<file path="config.mk">
export PLATFORM = sky130hd
export DESIGN_NAME = cursor_report_tx_flat
export DESIGN_NICKNAME = d
export VERILOG_FILES = /design/src/rtl/cursor_pkg.sv /design/src/rtl/cursor_report_tx_if.sv /design/src/rtl/uart_tx_byte.sv /design/src/rtl/cursor_report_tx.sv /design/src/flat_wrapper.sv
export SDC_FILE = /design/constraint.sdc
export NUM_CORES = 1
export LEC_CHECK = 0
export CORE_MARGIN = 5
export CORE_UTILIZATION = 30
export CTS_BUF_LIST = sky130_fd_sc_hd__clkbuf_4 sky130_fd_sc_hd__clkbuf_8
export CTS_CLUSTER_SIZE = 30
export DETAILED_ROUTE_END_ITERATION = 7
export PLACE_DENSITY_LB_ADDON = 0.3
export SYNTH_ARGS = -nofsm -noshare
export SYNTH_HDL_FRONTEND = slang
export SYNTH_SLANG_ARGS = --single-unit
export TNS_END_PERCENT = 20
</file>
<file path="constraint.sdc">
create_clock -name clk -period 5.2 [get_ports clk]
set_input_delay 1.56 -clock clk [delete_from_list [all_inputs] [get_ports clk]]
set_output_delay 1.56 -clock clk [all_outputs]
set_load 0.005 [all_outputs]
</file>
<file path="src/rtl/cursor_pkg.sv">
// Shared constants, FSM state type and clamp/saturate helpers for the cursor
// report transmitter.
package cursor_pkg;

    localparam logic [7:0]  SYNC_BYTE = 8'hA5;
    localparam int unsigned PKT_BYTES = 4;
    localparam int          DELTA_MAX = 127;
    localparam int          ACC_MAX   = 32767;

    typedef enum logic [2:0] {
        IDLE,
        LOAD,
        START,
        DATA,
        STOP
    } state_t;

    // Symmetric clamp: -128 is never produced, so a packet byte is always negatable.
    function automatic logic [7:0] clamp_delta(input logic signed [15:0] v);
        int vi;
        vi = int'(v);
        if (vi > DELTA_MAX) begin
            vi = DELTA_MAX;
        end else if (vi < -DELTA_MAX) begin
            vi = -DELTA_MAX;
        end
        return 8'(vi);
    endfunction

    function automatic logic [15:0] sat_acc(input logic signed [17:0] v);
        int vi;
        vi = int'(v);
        if (vi > ACC_MAX) begin
            vi = ACC_MAX;
        end else if (vi < -ACC_MAX) begin
            vi = -ACC_MAX;
        end
        return 16'(vi);
    endfunction

    function automatic logic acc_clipped(input logic signed [17:0] v);
        return (int'(v) > ACC_MAX) || (int'(v) < -ACC_MAX);
    endfunction

endpackage

</file>
<file path="src/rtl/cursor_report_tx_if.sv">
// Delta input strobe plus UART/status outputs of the cursor report transmitter.
interface cursor_report_tx_if;

    logic       in_valid;
    logic [7:0] dx_in;
    logic [7:0] dy_in;
    logic       tx;
    logic       busy;
    logic       pkt_sent;
    logic       acc_sat;

    modport master (
        output in_valid, dx_in, dy_in,
        input  tx, busy, pkt_sent, acc_sat
    );

    modport slave (
        input  in_valid, dx_in, dy_in,
        output tx, busy, pkt_sent, acc_sat
    );

endinterface

</file>
<file path="src/rtl/uart_tx_byte.sv">
// 8N1 byte serializer: bit timer plus frame shifter; a start in the done cycle
// chains the next frame with no idle gap.
module uart_tx_byte #(
    parameter int unsigned CLKS_PER_BIT = 868
) (
    input  logic       clk,
    input  logic       rst_n,
    input  logic       i_start,
    input  logic [7:0] i_data,
    output logic       o_tx,
    output logic       o_bit_end,
    output logic       o_done
);

    localparam int unsigned CW = (CLKS_PER_BIT > 1) ? $clog2(CLKS_PER_BIT) : 1;

    logic          r_active;
    logic          r_tx;
    logic [CW-1:0] r_cnt;
    logic [3:0]    r_bits;
    logic [8:0]    r_shift;
    logic          w_bit_end;

    assign w_bit_end = r_active && (r_cnt == CW'(CLKS_PER_BIT - 1));
    assign o_bit_end = w_bit_end;
    assign o_done    = w_bit_end && (r_bits == 4'd9);
    assign o_tx      = r_tx;

    // r_bits counts completed bits: 0 = start, 1..8 = data, 9 = stop.
    always_ff @(posedge clk or negedge rst_n) begin
        if (!rst_n) begin
            r_active <= 1'b0;
            r_tx     <= 1'b1;
            r_cnt    <= '0;
            r_bits   <= '0;
            r_shift  <= '1;
        end else if (i_start) begin
            r_active <= 1'b1;
            r_tx     <= 1'b0;
            r_cnt    <= '0;
            r_bits   <= '0;
            r_shift  <= {1'b1, i_data};
        end else if (r_active) begin
            if (w_bit_end) begin
                r_cnt <= '0;
                if (r_bits == 4'd9) begin
                    r_active <= 1'b0;
                end else begin
                    r_tx    <= r_shift[0];
                    r_shift <= {1'b1, r_shift[8:1]};
                    r_bits  <= r_bits + 4'd1;
                end
            end else begin
                r_cnt <= r_cnt + CW'(1);
            end
        end
    end

endmodule

</file>
<file path="src/rtl/cursor_report_tx.sv">
// Accumulates signed cursor deltas and, once per report period, sends a
// 4-byte packet (sync, dx, dy, checksum) over UART 8N1.
module cursor_report_tx
    import cursor_pkg::*;
#(
    parameter int unsigned CLKS_PER_BIT = 868,
    parameter int unsigned REPORT_DIV   = 1000000,
    parameter bit          SEND_ZERO    = 1'b0
) (
    input  logic              clk,
    input  logic              rst_n,
    cursor_report_tx_if.slave bus
);

    localparam int unsigned TW = (REPORT_DIV > 1) ? $clog2(REPORT_DIV) : 1;

    state_t             r_state, w_state_next;
    logic [TW-1:0]      r_tick_cnt;
    logic               w_tick;
    logic               r_pend;
    logic signed [15:0] r_acc_x, r_acc_y;
    logic signed [17:0] w_sum_x, w_sum_y;
    logic signed [7:0]  w_sx, w_sy;
    logic [7:0]         r_sx, r_sy;
    logic [7:0]         w_in_x, w_in_y;
    logic               r_acc_sat;
    logic               r_pkt_sent;
    logic [1:0]         r_byte_idx, w_byte_idx_next;
    logic [2:0]         r_bit_idx, w_bit_idx_next;
    logic               w_consume, w_latch, w_start, w_pkt_done, w_skip;
    logic [7:0]         w_data, w_next_byte;
    logic               w_tx, w_bit_end, w_done;

    assign w_tick = (r_tick_cnt == TW'(REPORT_DIV - 1));
    assign w_skip = !SEND_ZERO && (r_acc_x == '0) && (r_acc_y == '0);

    always_ff @(posedge clk or negedge rst_n) begin
        if (!rst_n) begin
            r_tick_cnt <= '0;
            r_pend     <= 1'b0;
        end else begin
            r_tick_cnt <= w_tick ? '0 : r_tick_cnt + TW'(1);
            r_pend     <= (r_pend | w_tick) & ~w_consume;
        end
    end

    // The latch subtracts the sent amount and adds a same-cycle sample in one step.
    assign w_sx    = w_latch ? clamp_delta(r_acc_x) : '0;
    assign w_sy    = w_latch ? clamp_delta(r_acc_y) : '0;
    assign w_in_x  = bus.in_valid ? bus.dx_in : '0;
    assign w_in_y  = bus.in_valid ? bus.dy_in : '0;
    assign w_sum_x = {{2{r_acc_x[15]}}, r_acc_x} - {{10{w_sx[7]}}, w_sx} + {{10{w_in_x[7]}}, w_in_x};
    assign w_sum_y = {{2{r_acc_y[15]}}, r_acc_y} - {{10{w_sy[7]}}, w_sy} + {{10{w_in_y[7]}}, w_in_y};

    always_ff @(posedge clk or negedge rst_n) begin
        if (!rst_n) begin
            r_acc_x   <= '0;
            r_acc_y   <= '0;
            r_acc_sat <= 1'b0;
            r_sx      <= '0;
            r_sy      <= '0;
        end else begin
            r_acc_x   <= sat_acc(w_sum_x);
            r_acc_y   <= sat_acc(w_sum_y);
            r_acc_sat <= r_acc_sat | acc_clipped(w_sum_x) | acc_clipped(w_sum_y);
            if (w_latch) begin
                r_sx <= w_sx;
                r_sy <= w_sy;
            end
        end
    end

    always_comb begin
        unique case (r_byte_idx)
            2'd0:    w_next_byte = r_sx;
            2'd1:    w_next_byte = r_sy;
            default: w_next_byte = SYNC_BYTE ^ r_sx ^ r_sy;
        endcase
    end

    always_ff @(posedge clk or negedge rst_n) begin
        if (!rst_n) begin
            r_state    <= IDLE;
            r_byte_idx <= '0;
            r_bit_idx  <= '0;
            r_pkt_sent <= 1'b0;
        end else begin
            r_state    <= w_state_next;
            r_byte_idx <= w_byte_idx_next;
            r_bit_idx  <= w_bit_idx_next;
            r_pkt_sent <= w_pkt_done;
        end
    end

    // Tick is looked at directly in IDLE so LOAD follows it by one cycle.
    always_comb begin
        w_state_next    = r_state;
        w_byte_idx_next = r_byte_idx;
        w_bit_idx_next  = r_bit_idx;
        w_consume       = 1'b0;
        w_latch         = 1'b0;
        w_start         = 1'b0;
        w_data          = SYNC_BYTE;
        w_pkt_done      = 1'b0;
        unique case (r_state)
            IDLE: begin
                if (r_pend || w_tick) begin
                    w_consume = 1'b1;
                    if (!w_skip) begin
                        w_state_next = LOAD;
                    end
                end
            end
            LOAD: begin
                w_latch         = 1'b1;
                w_start         = 1'b1;
                w_byte_idx_next = '0;
                w_state_next    = START;
            end
            START: begin
                if (w_bit_end) begin
                    w_bit_idx_next = '0;
                    w_state_next   = DATA;
                end
            end
            DATA: begin
                if (w_bit_end) begin
                    if (r_bit_idx == 3'd7) begin
                        w_state_next = STOP;
                    end else begin
                        w_bit_idx_next = r_bit_idx + 3'd1;
                    end
                end
            end
            STOP: begin
                if (w_done) begin
                    if (r_byte_idx < 2'(PKT_BYTES - 1)) begin
                        w_start         = 1'b1;
                        w_data          = w_next_byte;
                        w_byte_idx_next = r_byte_idx + 2'd1;
                        w_state_next    = START;
                    end else begin
                        w_pkt_done   = 1'b1;
                        w_state_next = IDLE;
                    end
                end
            end
            default: w_state_next = IDLE;
        endcase
    end

    uart_tx_byte #(
        .CLKS_PER_BIT(CLKS_PER_BIT)
    ) u_uart (
        .clk      (clk),
        .rst_n    (rst_n),
        .i_start  (w_start),
        .i_data   (w_data),
        .o_tx     (w_tx),
        .o_bit_end(w_bit_end),
        .o_done   (w_done)
    );

    assign bus.tx       = w_tx;
    assign bus.busy     = (r_state != IDLE);
    assign bus.pkt_sent = r_pkt_sent;
    assign bus.acc_sat  = r_acc_sat;

endmodule

</file>
<file path="src/flat_wrapper.sv">
// flat-port wrapper written by rule: the top's interface ports become plain ports
module cursor_report_tx_flat import cursor_pkg::*;
#(
    parameter int unsigned CLKS_PER_BIT = 868,
    parameter int unsigned REPORT_DIV   = 1000000,
    parameter bit          SEND_ZERO    = 1'b0
)
  (clk, rst_n, bus_in_valid, bus_dx_in, bus_dy_in, bus_tx, bus_busy, bus_pkt_sent, bus_acc_sat);
  cursor_report_tx_if bus_i ();
  input  logic clk;
  input  logic rst_n;
  input wire logic [$bits(bus_i.in_valid)-1:0] bus_in_valid;
  input wire logic [$bits(bus_i.dx_in)-1:0] bus_dx_in;
  input wire logic [$bits(bus_i.dy_in)-1:0] bus_dy_in;
  output wire logic [$bits(bus_i.tx)-1:0] bus_tx;
  output wire logic [$bits(bus_i.busy)-1:0] bus_busy;
  output wire logic [$bits(bus_i.pkt_sent)-1:0] bus_pkt_sent;
  output wire logic [$bits(bus_i.acc_sat)-1:0] bus_acc_sat;
  assign bus_i.in_valid = bus_in_valid;
  assign bus_i.dx_in = bus_dx_in;
  assign bus_i.dy_in = bus_dy_in;
  assign bus_tx = bus_i.tx;
  assign bus_busy = bus_i.busy;
  assign bus_pkt_sent = bus_i.pkt_sent;
  assign bus_acc_sat = bus_i.acc_sat;
  cursor_report_tx #(.CLKS_PER_BIT(CLKS_PER_BIT), .REPORT_DIV(REPORT_DIV), .SEND_ZERO(SEND_ZERO)) u_core (.clk(clk), .rst_n(rst_n), .bus(bus_i));
endmodule
</file>
==> flow_metrics.tcl, run 1 <==
set metrics [dict create \
    rows 59 \
    area_growth_syn_to_layout_pct 25.8 \
    grt_pass1_wl_microns 34000 \
    design_area_sq_um 9850 \
    h-tree-depth 3 \
    rsz0062_at_grt "true" \
    cellPowerDensity_nw_per_um2 639 \
    hp-class "flip-flop to flip-flop" \
    setup_viol 0 \
    synth_area_sq_um 7830 \
    drtAntennaViolNets 0 \
    cts_hold_buffers 0 \
    syn_nets 993 \
    worst_ep_arrival_time_ps 5280 \
    p_sw_share_pct 44.6 \
    timing.hold.ws_ps 459 \
    routabilityCongestion 0.809 \
    clk_pin_slew_ps 110 \
    finalNonFillerCells 1396 \
    ios 23 \
    synth_seq_cells 103 \
    die_w_microns 172 \
    slew_violations 0 \
    p_switching_mw 2.81 \
    intPower_mw 3.48 \
    grt_max_degree 80 \
    timing.final.crit_share_pct 97.0 \
    p_clk_share_pct 8.5 \
    antenna_found_initial 0 \
    fin_total_pwr_mw 6.29 \
    coreArea_sq_um 25900 \
    final_cell_mix "146 x buf_4, 114 x inv_1, 94 x dfrtp_1, 79 x nor2_1, 65 x o21ai_0" \
    synth.avg_cell_area_sq_um 8.73 \
    endpoint_kind "flip-flop" \
    finalClockSkew_ps 10.4 \
    preCtsSetupSlack_ps -612 \
    critPathKind "input pin to flip-flop" \
    min_period_ps 5040 \
    drc 0 \
    io_buffer_count 22 \
    die_area_sq_um 29400 \
    synth-edff-count 0 \
    layout_commonest_cell "buf_4" \
    cts_buffer_depth 2 \
    dp.final_hpwl_microns 15700 \
    status "finished clean" \
    relSlewSlack_pct 32.8 \
    async_flop_share_pct 100 \
    p_leak_nw 4.76 \
    final.setup.worst_slack_ps 158 \
    layout.nets 1152 \
    die_height_microns 172 \
    wl_per_cell_microns 14.3 \
    grt_pass1_vias 6839 \
    diodes 0 \
    dpl_cell_area_sq_um 9490 \
    ys_warn_count 0 \
    place_inst 1376 \
    fmax_mhz 198 \
    vias 6819 \
    overflow 0 \
    synth_cell_types 73 \
    cp_max_fo 7 \
    tightest_slew_ps 1010 \
    finalSetupTns_ps 0 \
    timing.max_cap.violations 0 \
    hold_viol_final 0 \
    final_core_util_pct 38.0 \
    cts_root_buf "clkbuf_8" \
    numCtsBuffers 9 \
    syn_inst 897 \
    drive_above_1_share_pct 20.2 \
    viasPerCell 4.88 \
    firstDrtPassIters 4 \
    routed_wl_microns 19900 \
    critPathRequiredTime_ps 5440 \
    seq_power_share_pct 16.4 \
    start_kind "input pin" \
    drtIter0Drc 402 \
    track_usage_pct 14.1 \
    start_util_pct 30.2 \
    p_comb_share_pct 75.1 \
    cts_tree "built" \
    clock_latency_ps 380 \
    yosys_most_used_dff "dfrtp_1" \
    seq_area_frac_synth_pct 33.0 \
    ir_drop_v 0.000321 \
    cts_sinks 103 \
]
[power by group through the flow]
stage | combinational, mW | sequential (mW) | clock [mW]
2_1_floorplan | 2.56 | 1.02 | 0
3_3_place_gp | 4.52 | 1.04 | 0
3_5_place_dp | 4.55 | 1.04 | 0
4_1_cts | 4.65 | 1.03 | 0.557
5_1_grt | 5.26 | 1.05 | 0.586
6_report | 4.72 | 1.03 | 0.536
[registers in the layout, summed over array words and instances (netlist names)]
register                cells
u_core.u_uart.o_tx          1
u_core.r_acc_y             16
u_core.r_pend               1
u_core.u_uart.r_bits        4
u_core.u_uart.r_cnt        10
u_core.r_bit_idx            3
u_core.r_acc_x             16
u_core.r_sx                 8
u_core.u_uart.r_shift       8
u_core.u_uart.r_active      1
u_core.r_sy                 8
u_core.bus.acc_sat          1
u_core.r_state              3
u_core.bus.pkt_sent         1
u_core.r_tick_cnt          20
u_core.r_byte_idx           2
[layer usage]
metal / routed length, microns / track usage (%) / share of wire [%]
met1: 10200 / 20.7 / 51
met2: 8920 / 21.8 / 45
met3: 445 / 2.23 / 2.2
met4: 342 / 3.20 / 1.7
met5: 0 / 0 / 0
[synth_stat cells (all sizes together) (7+ instances only)]
library cell	n	area, sq um
nand4	13	81.3
nor4	16	100
a211oi	9	67.6
a21oi	50	254
dfstp	9	236
o31ai	7	66.3
dfrtp	94	2350
o211ai	9	67.6
and3	17	106
nand2	64	257
clkbuf	19	71.3
ha	45	563
and2	13	81.3
o21a	10	75.1
a31oi	9	56.3
o21ai	67	335
or3	11	68.8
xor2	24	210
inv	114	428
nor2b	7	43.8
a211o	7	61.3
or2	9	56.3
nor3	14	70.1
nand3	23	115
nor2	81	304
a21o	21	158
xnor2	16	140
a22o	7	61.3
fa	32	641
[final timing paths]
| check | from | to | slack (ps) | cells past startpoint |
|---|---|---|---|---|
| max | bus_dx_in[7] | u_core.r_acc_x[7] | 160 | 16 |
| min | u_core.u_uart.o_tx | u_core.u_uart.o_tx | 460 | 2 |
| max reg2reg | u_core.r_acc_x[2] | u_core.r_acc_x[7] | 270 | 18 |
| min reg2reg | u_core.u_uart.o_tx | u_core.u_uart.o_tx | 460 | 2 |
| max in group asynchronous | rst_n | u_core.u_uart.r_shift[7] | 2880 | 2 |
| min in group asynchronous | rst_n | u_core.u_uart.r_cnt[6] | 1330 | 1 |
[logic make-up after synthesis]
group	after synthesis	synth area share, %
simple gates	302	20.0
compound gates	235	20.0
buf+inv	137	6.72
fa+ha+maj	77	15.4
xor+xnor	40	4.47
mux	3	0.399
flops	103	33.0
[critical path: stages]
cell             delay, ps
clkdlybuf4s50_1        530
nand2_4                110
fa_1                   500
inv_1                   40
ha_1                   380
and2_1                 200
buf_4                  140
o21ai_0                130
buf_4                  170
a21o_1                 100
a211oi_1               110
a31o_2                 240
or4_4                  540
o41ai_4                260
buf_4                  190
o21ai_0                100
[area by class of cell]
class,instances,area (sq um)
clock buffers,9,124
clock inverters,7,86.3
fillers,2613,16100
inverters,114,428
multi-input cells,657,4840
flip-flops and latches,103,2590
well taps,335,419
repair buffers,171,1360
[repair_timing]
item,in CTS,in global routing
gates cloned,2,0
gates resized for setup,15,17
setup buffers,2,0
endpoints found under the setup margin,13,26
pin swaps,7,2
Note: power is estimated with default switching activity, not from simulation.
==> run 2, diff against run 1 <==
--- a/config.mk
+++ b/config.mk
@@ -5,6 +5,8 @@
 export SDC_FILE = /design/constraint.sdc
 export NUM_CORES = 1
 export LEC_CHECK = 0
+export ABC_AREA = 1
+export CORE_ASPECT_RATIO = 0.7
 export CORE_MARGIN = 5
 export CORE_UTILIZATION = 30
 export CTS_BUF_LIST = sky130_fd_sc_hd__clkbuf_4 sky130_fd_sc_hd__clkbuf_8
@@ -13,5 +15,6 @@
 export PLACE_DENSITY_LB_ADDON = 0.3
 export SYNTH_ARGS = -nofsm -noshare
 export SYNTH_HDL_FRONTEND = slang
+export SYNTH_HIERARCHICAL = 1
 export SYNTH_SLANG_ARGS = --single-unit
 export TNS_END_PERCENT = 20
==> run 2 against run 1 <==
Clock skew is 7.1 ps higher. Die area is 6.5% higher. Power is 21% lower. Clock power is 8.0% higher. Sequential share of layout area is 1.6 points higher. Synthesized area is 6.8% higher. Via count is 6.0% higher. Routed wire length is 3.1% higher. Clock-buffer cell count stayed put. Design area is 5.7% lower.
==> flow_metrics.tcl, run 2 <==
set metrics [dict create \
    numCtsBuffers 9 \
    routed_wl_microns 20500 \
    final_cell_mix "359 x nand2_1, 253 x inv_1, 132 x nor2_1, 94 x dfrtp_1, 79 x nand3_1" \
    cts_sinks 103 \
    slew_violations 0 \
    finalClockSkew_ps 17.4 \
    synth.avg_cell_area_sq_um 6.84 \
    timing.max_cap.violations 0 \
    largest_register_ff_count 20 \
    ys_warn_count 6 \
    cts_resized 0 \
    start_util_pct 30.3 \
    seq_area_frac_synth_pct 30.9 \
    cts_hold_buffers 0 \
    synthDominantCellAreaShare_pct 28.1 \
    io_buffer_count 22 \
    wl_met2_microns 8030 \
    synth_cell_types 45 \
    synth_seq_cells 103 \
    ir_drop_v 0.000256 \
    relSlewSlack_pct 40.5 \
    worstHoldStart "u_core/r_tick_cnt[0]" \
    critPathRequiredTime_ps 5490 \
    start_kind "input pin" \
    wl_per_cell_microns 12.6 \
    die_w_microns 210 \
    regToRegStartpoint "u_core/r_acc_x[8]" \
    yosys-top-cells-area "dfrtp_1 28%, nand2_1 16%, inv_1 11%" \
    cp_max_fo 16 \
    layout_commonest_cell "nand2_1" \
    highest_layer "met4" \
    endpoint_kind "flip-flop" \
    fmax_mhz 206 \
    timing.hold.ws_ps 469 \
    antenna_found_initial 0 \
    tightest_slew_ps 892 \
    met3WireLength_microns 673 \
    synth_top_area_cell "dfrtp_1" \
    track_usage_pct 13.4 \
    diodes 0 \
    timing.final.crit_share_pct 93.4 \
    vias 7226 \
    synth_commonest_cells "359 x nand2_1, 253 x inv_1, 132 x nor2_1" \
    finalNonFillerCells 1631 \
    reg.largest.list "u_core/r_tick_cnt x20, u_core/r_acc_x x16, u_core/r_acc_y x16" \
    synth-edff-count 0 \
    viasPerCell 4.43 \
    h-tree-depth 3 \
    cts_buffer_depth 2 \
    clk_pin_slew_ps 100 \
    area_growth_syn_to_layout_pct 11.1 \
    grt_pass1_vias 6842 \
    drc 0 \
    synth_most_common_cell "nand2_1" \
    hp-class "flip-flop to flip-flop" \
    drt-met1-wl_microns 11700 \
    status "finished clean" \
    drive_above_1_share_pct 5.87 \
    rows 51 \
    coreArea_sq_um 27600 \
    rsz0062_at_grt "false" \
    ios 23 \
    die_height_microns 150 \
    drtIter0Drc 444 \
    die_area_sq_um 31400 \
    cts_tree "built" \
    yosys_most_used_dff "dfrtp_1" \
    routabilityCongestion 0.864 \
    critPathKind "input pin to flip-flop" \
    cts_root_buf "clkbuf_8" \
    place_inst 1615 \
    drtAntennaViolNets 0 \
    clock_latency_ps 390 \
    syn_nets 1318 \
    regMostFlops "u_core/r_tick_cnt" \
    grt_pass1_wl_microns 34500 \
    crit_start "bus_in_valid" \
    final_core_util_pct 33.6 \
    hold_viol_final 0 \
    syn_inst 1222 \
    dp.final_hpwl_microns 16700 \
    layout.nets 1351 \
    setup_viol 0 \
    p_leak_nw 5.05 \
    overflow 0 \
    cellPowerDensity_nw_per_um2 535 \
    grt_max_degree 57 \
    firstDrtPassIters 6 \
    postCtsSetupRepairBufs 0 \
    synth_area_sq_um 8360 \
    async_flop_share_pct 100 \
    min_period_ps 4860 \
    worst_ep_arrival_time_ps 5150 \
]
-- run 2: final timing paths --
| check | slack [ps] | to | depth (start not counted) |
|---|---|---|---|
| max | 340 | u_core/r_acc_y[5] | 22 |
| min | 470 | u_core/r_tick_cnt[0] | 1 |
| max reg2reg | 630 | u_core/bus.acc_sat | 25 |
| min reg2reg | 470 | u_core/r_tick_cnt[0] | 1 |
| max in group asynchronous | 3100 | u_core/r_acc_y[15] | 2 |
| min in group asynchronous | 1210 | u_core/r_tick_cnt[16] | 1 |
-- run 2: cell type report --
type / instances / area (sq um)
clock buffers: 9 / 124
multi-input cells: 846 / 4710
clock inverters: 7 / 104
repair buffers: 35 / 328
flip-flops and latches: 103 / 2590
inverters: 260 / 981
well taps: 371 / 464
fillers: 2983 / 18300
-- run 2: metal layers --
metal  GRT usage [%]  vias up
li1                -     3841
met1            21.7     3265
met2            18.8      105
met3            2.22       15
met4            1.86        0
met5               0        -
-- run 2: kinds of logic after synthesis --
kind of cell	count (synthesis)	share of synthesized area, %
flip-flops	103	30.9
AO/OA/AOI/OAI	115	8.30
adder cells (fa/ha/maj)	77	14.4
AND/OR/NAND/NOR	640	32.1
buffers and inverters	273	12.8
XOR/XNOR	14	1.47
-- run 2: through the flow --
stage	instance area, sq um	TNS (ps)	setup WS [ps]	total power [mW]
after global placement	9070	0	1.64	4.37
after detailed placement	9070	-57.6	-57.6	4.39
final	9300	0	343	4.97
after floorplan	8360	0	901	3.60
after global routing	9300	0	10.4	5.55
after CTS	9300	0	362	4.99
-- run 2: worst max-delay path: stages --
cell	delay [ps]
clkdlybuf4s50_1	500
buf_12	150
nand2_1	250
buf_4	260
fa_1	480
inv_1	40
ha_1	350
nand2_1	110
inv_1	40
nand2_1	50
nand2_1	40
a21oi_1	210
nand2_2	80
nand2_1	100
nand2_2	70
nand2_1	60
nand2_1	70
nor2_1	180
nand2_2	120
nand2_4	120
inv_6	70
o21ai_1	210
-- run 2: report_power, final --
part	leakage (nW)	switching (mW)	internal, mW
clock network	0.108	0.302	0.277
registers	1.27	0.0568	0.930
logic	3.67	2.26	1.15
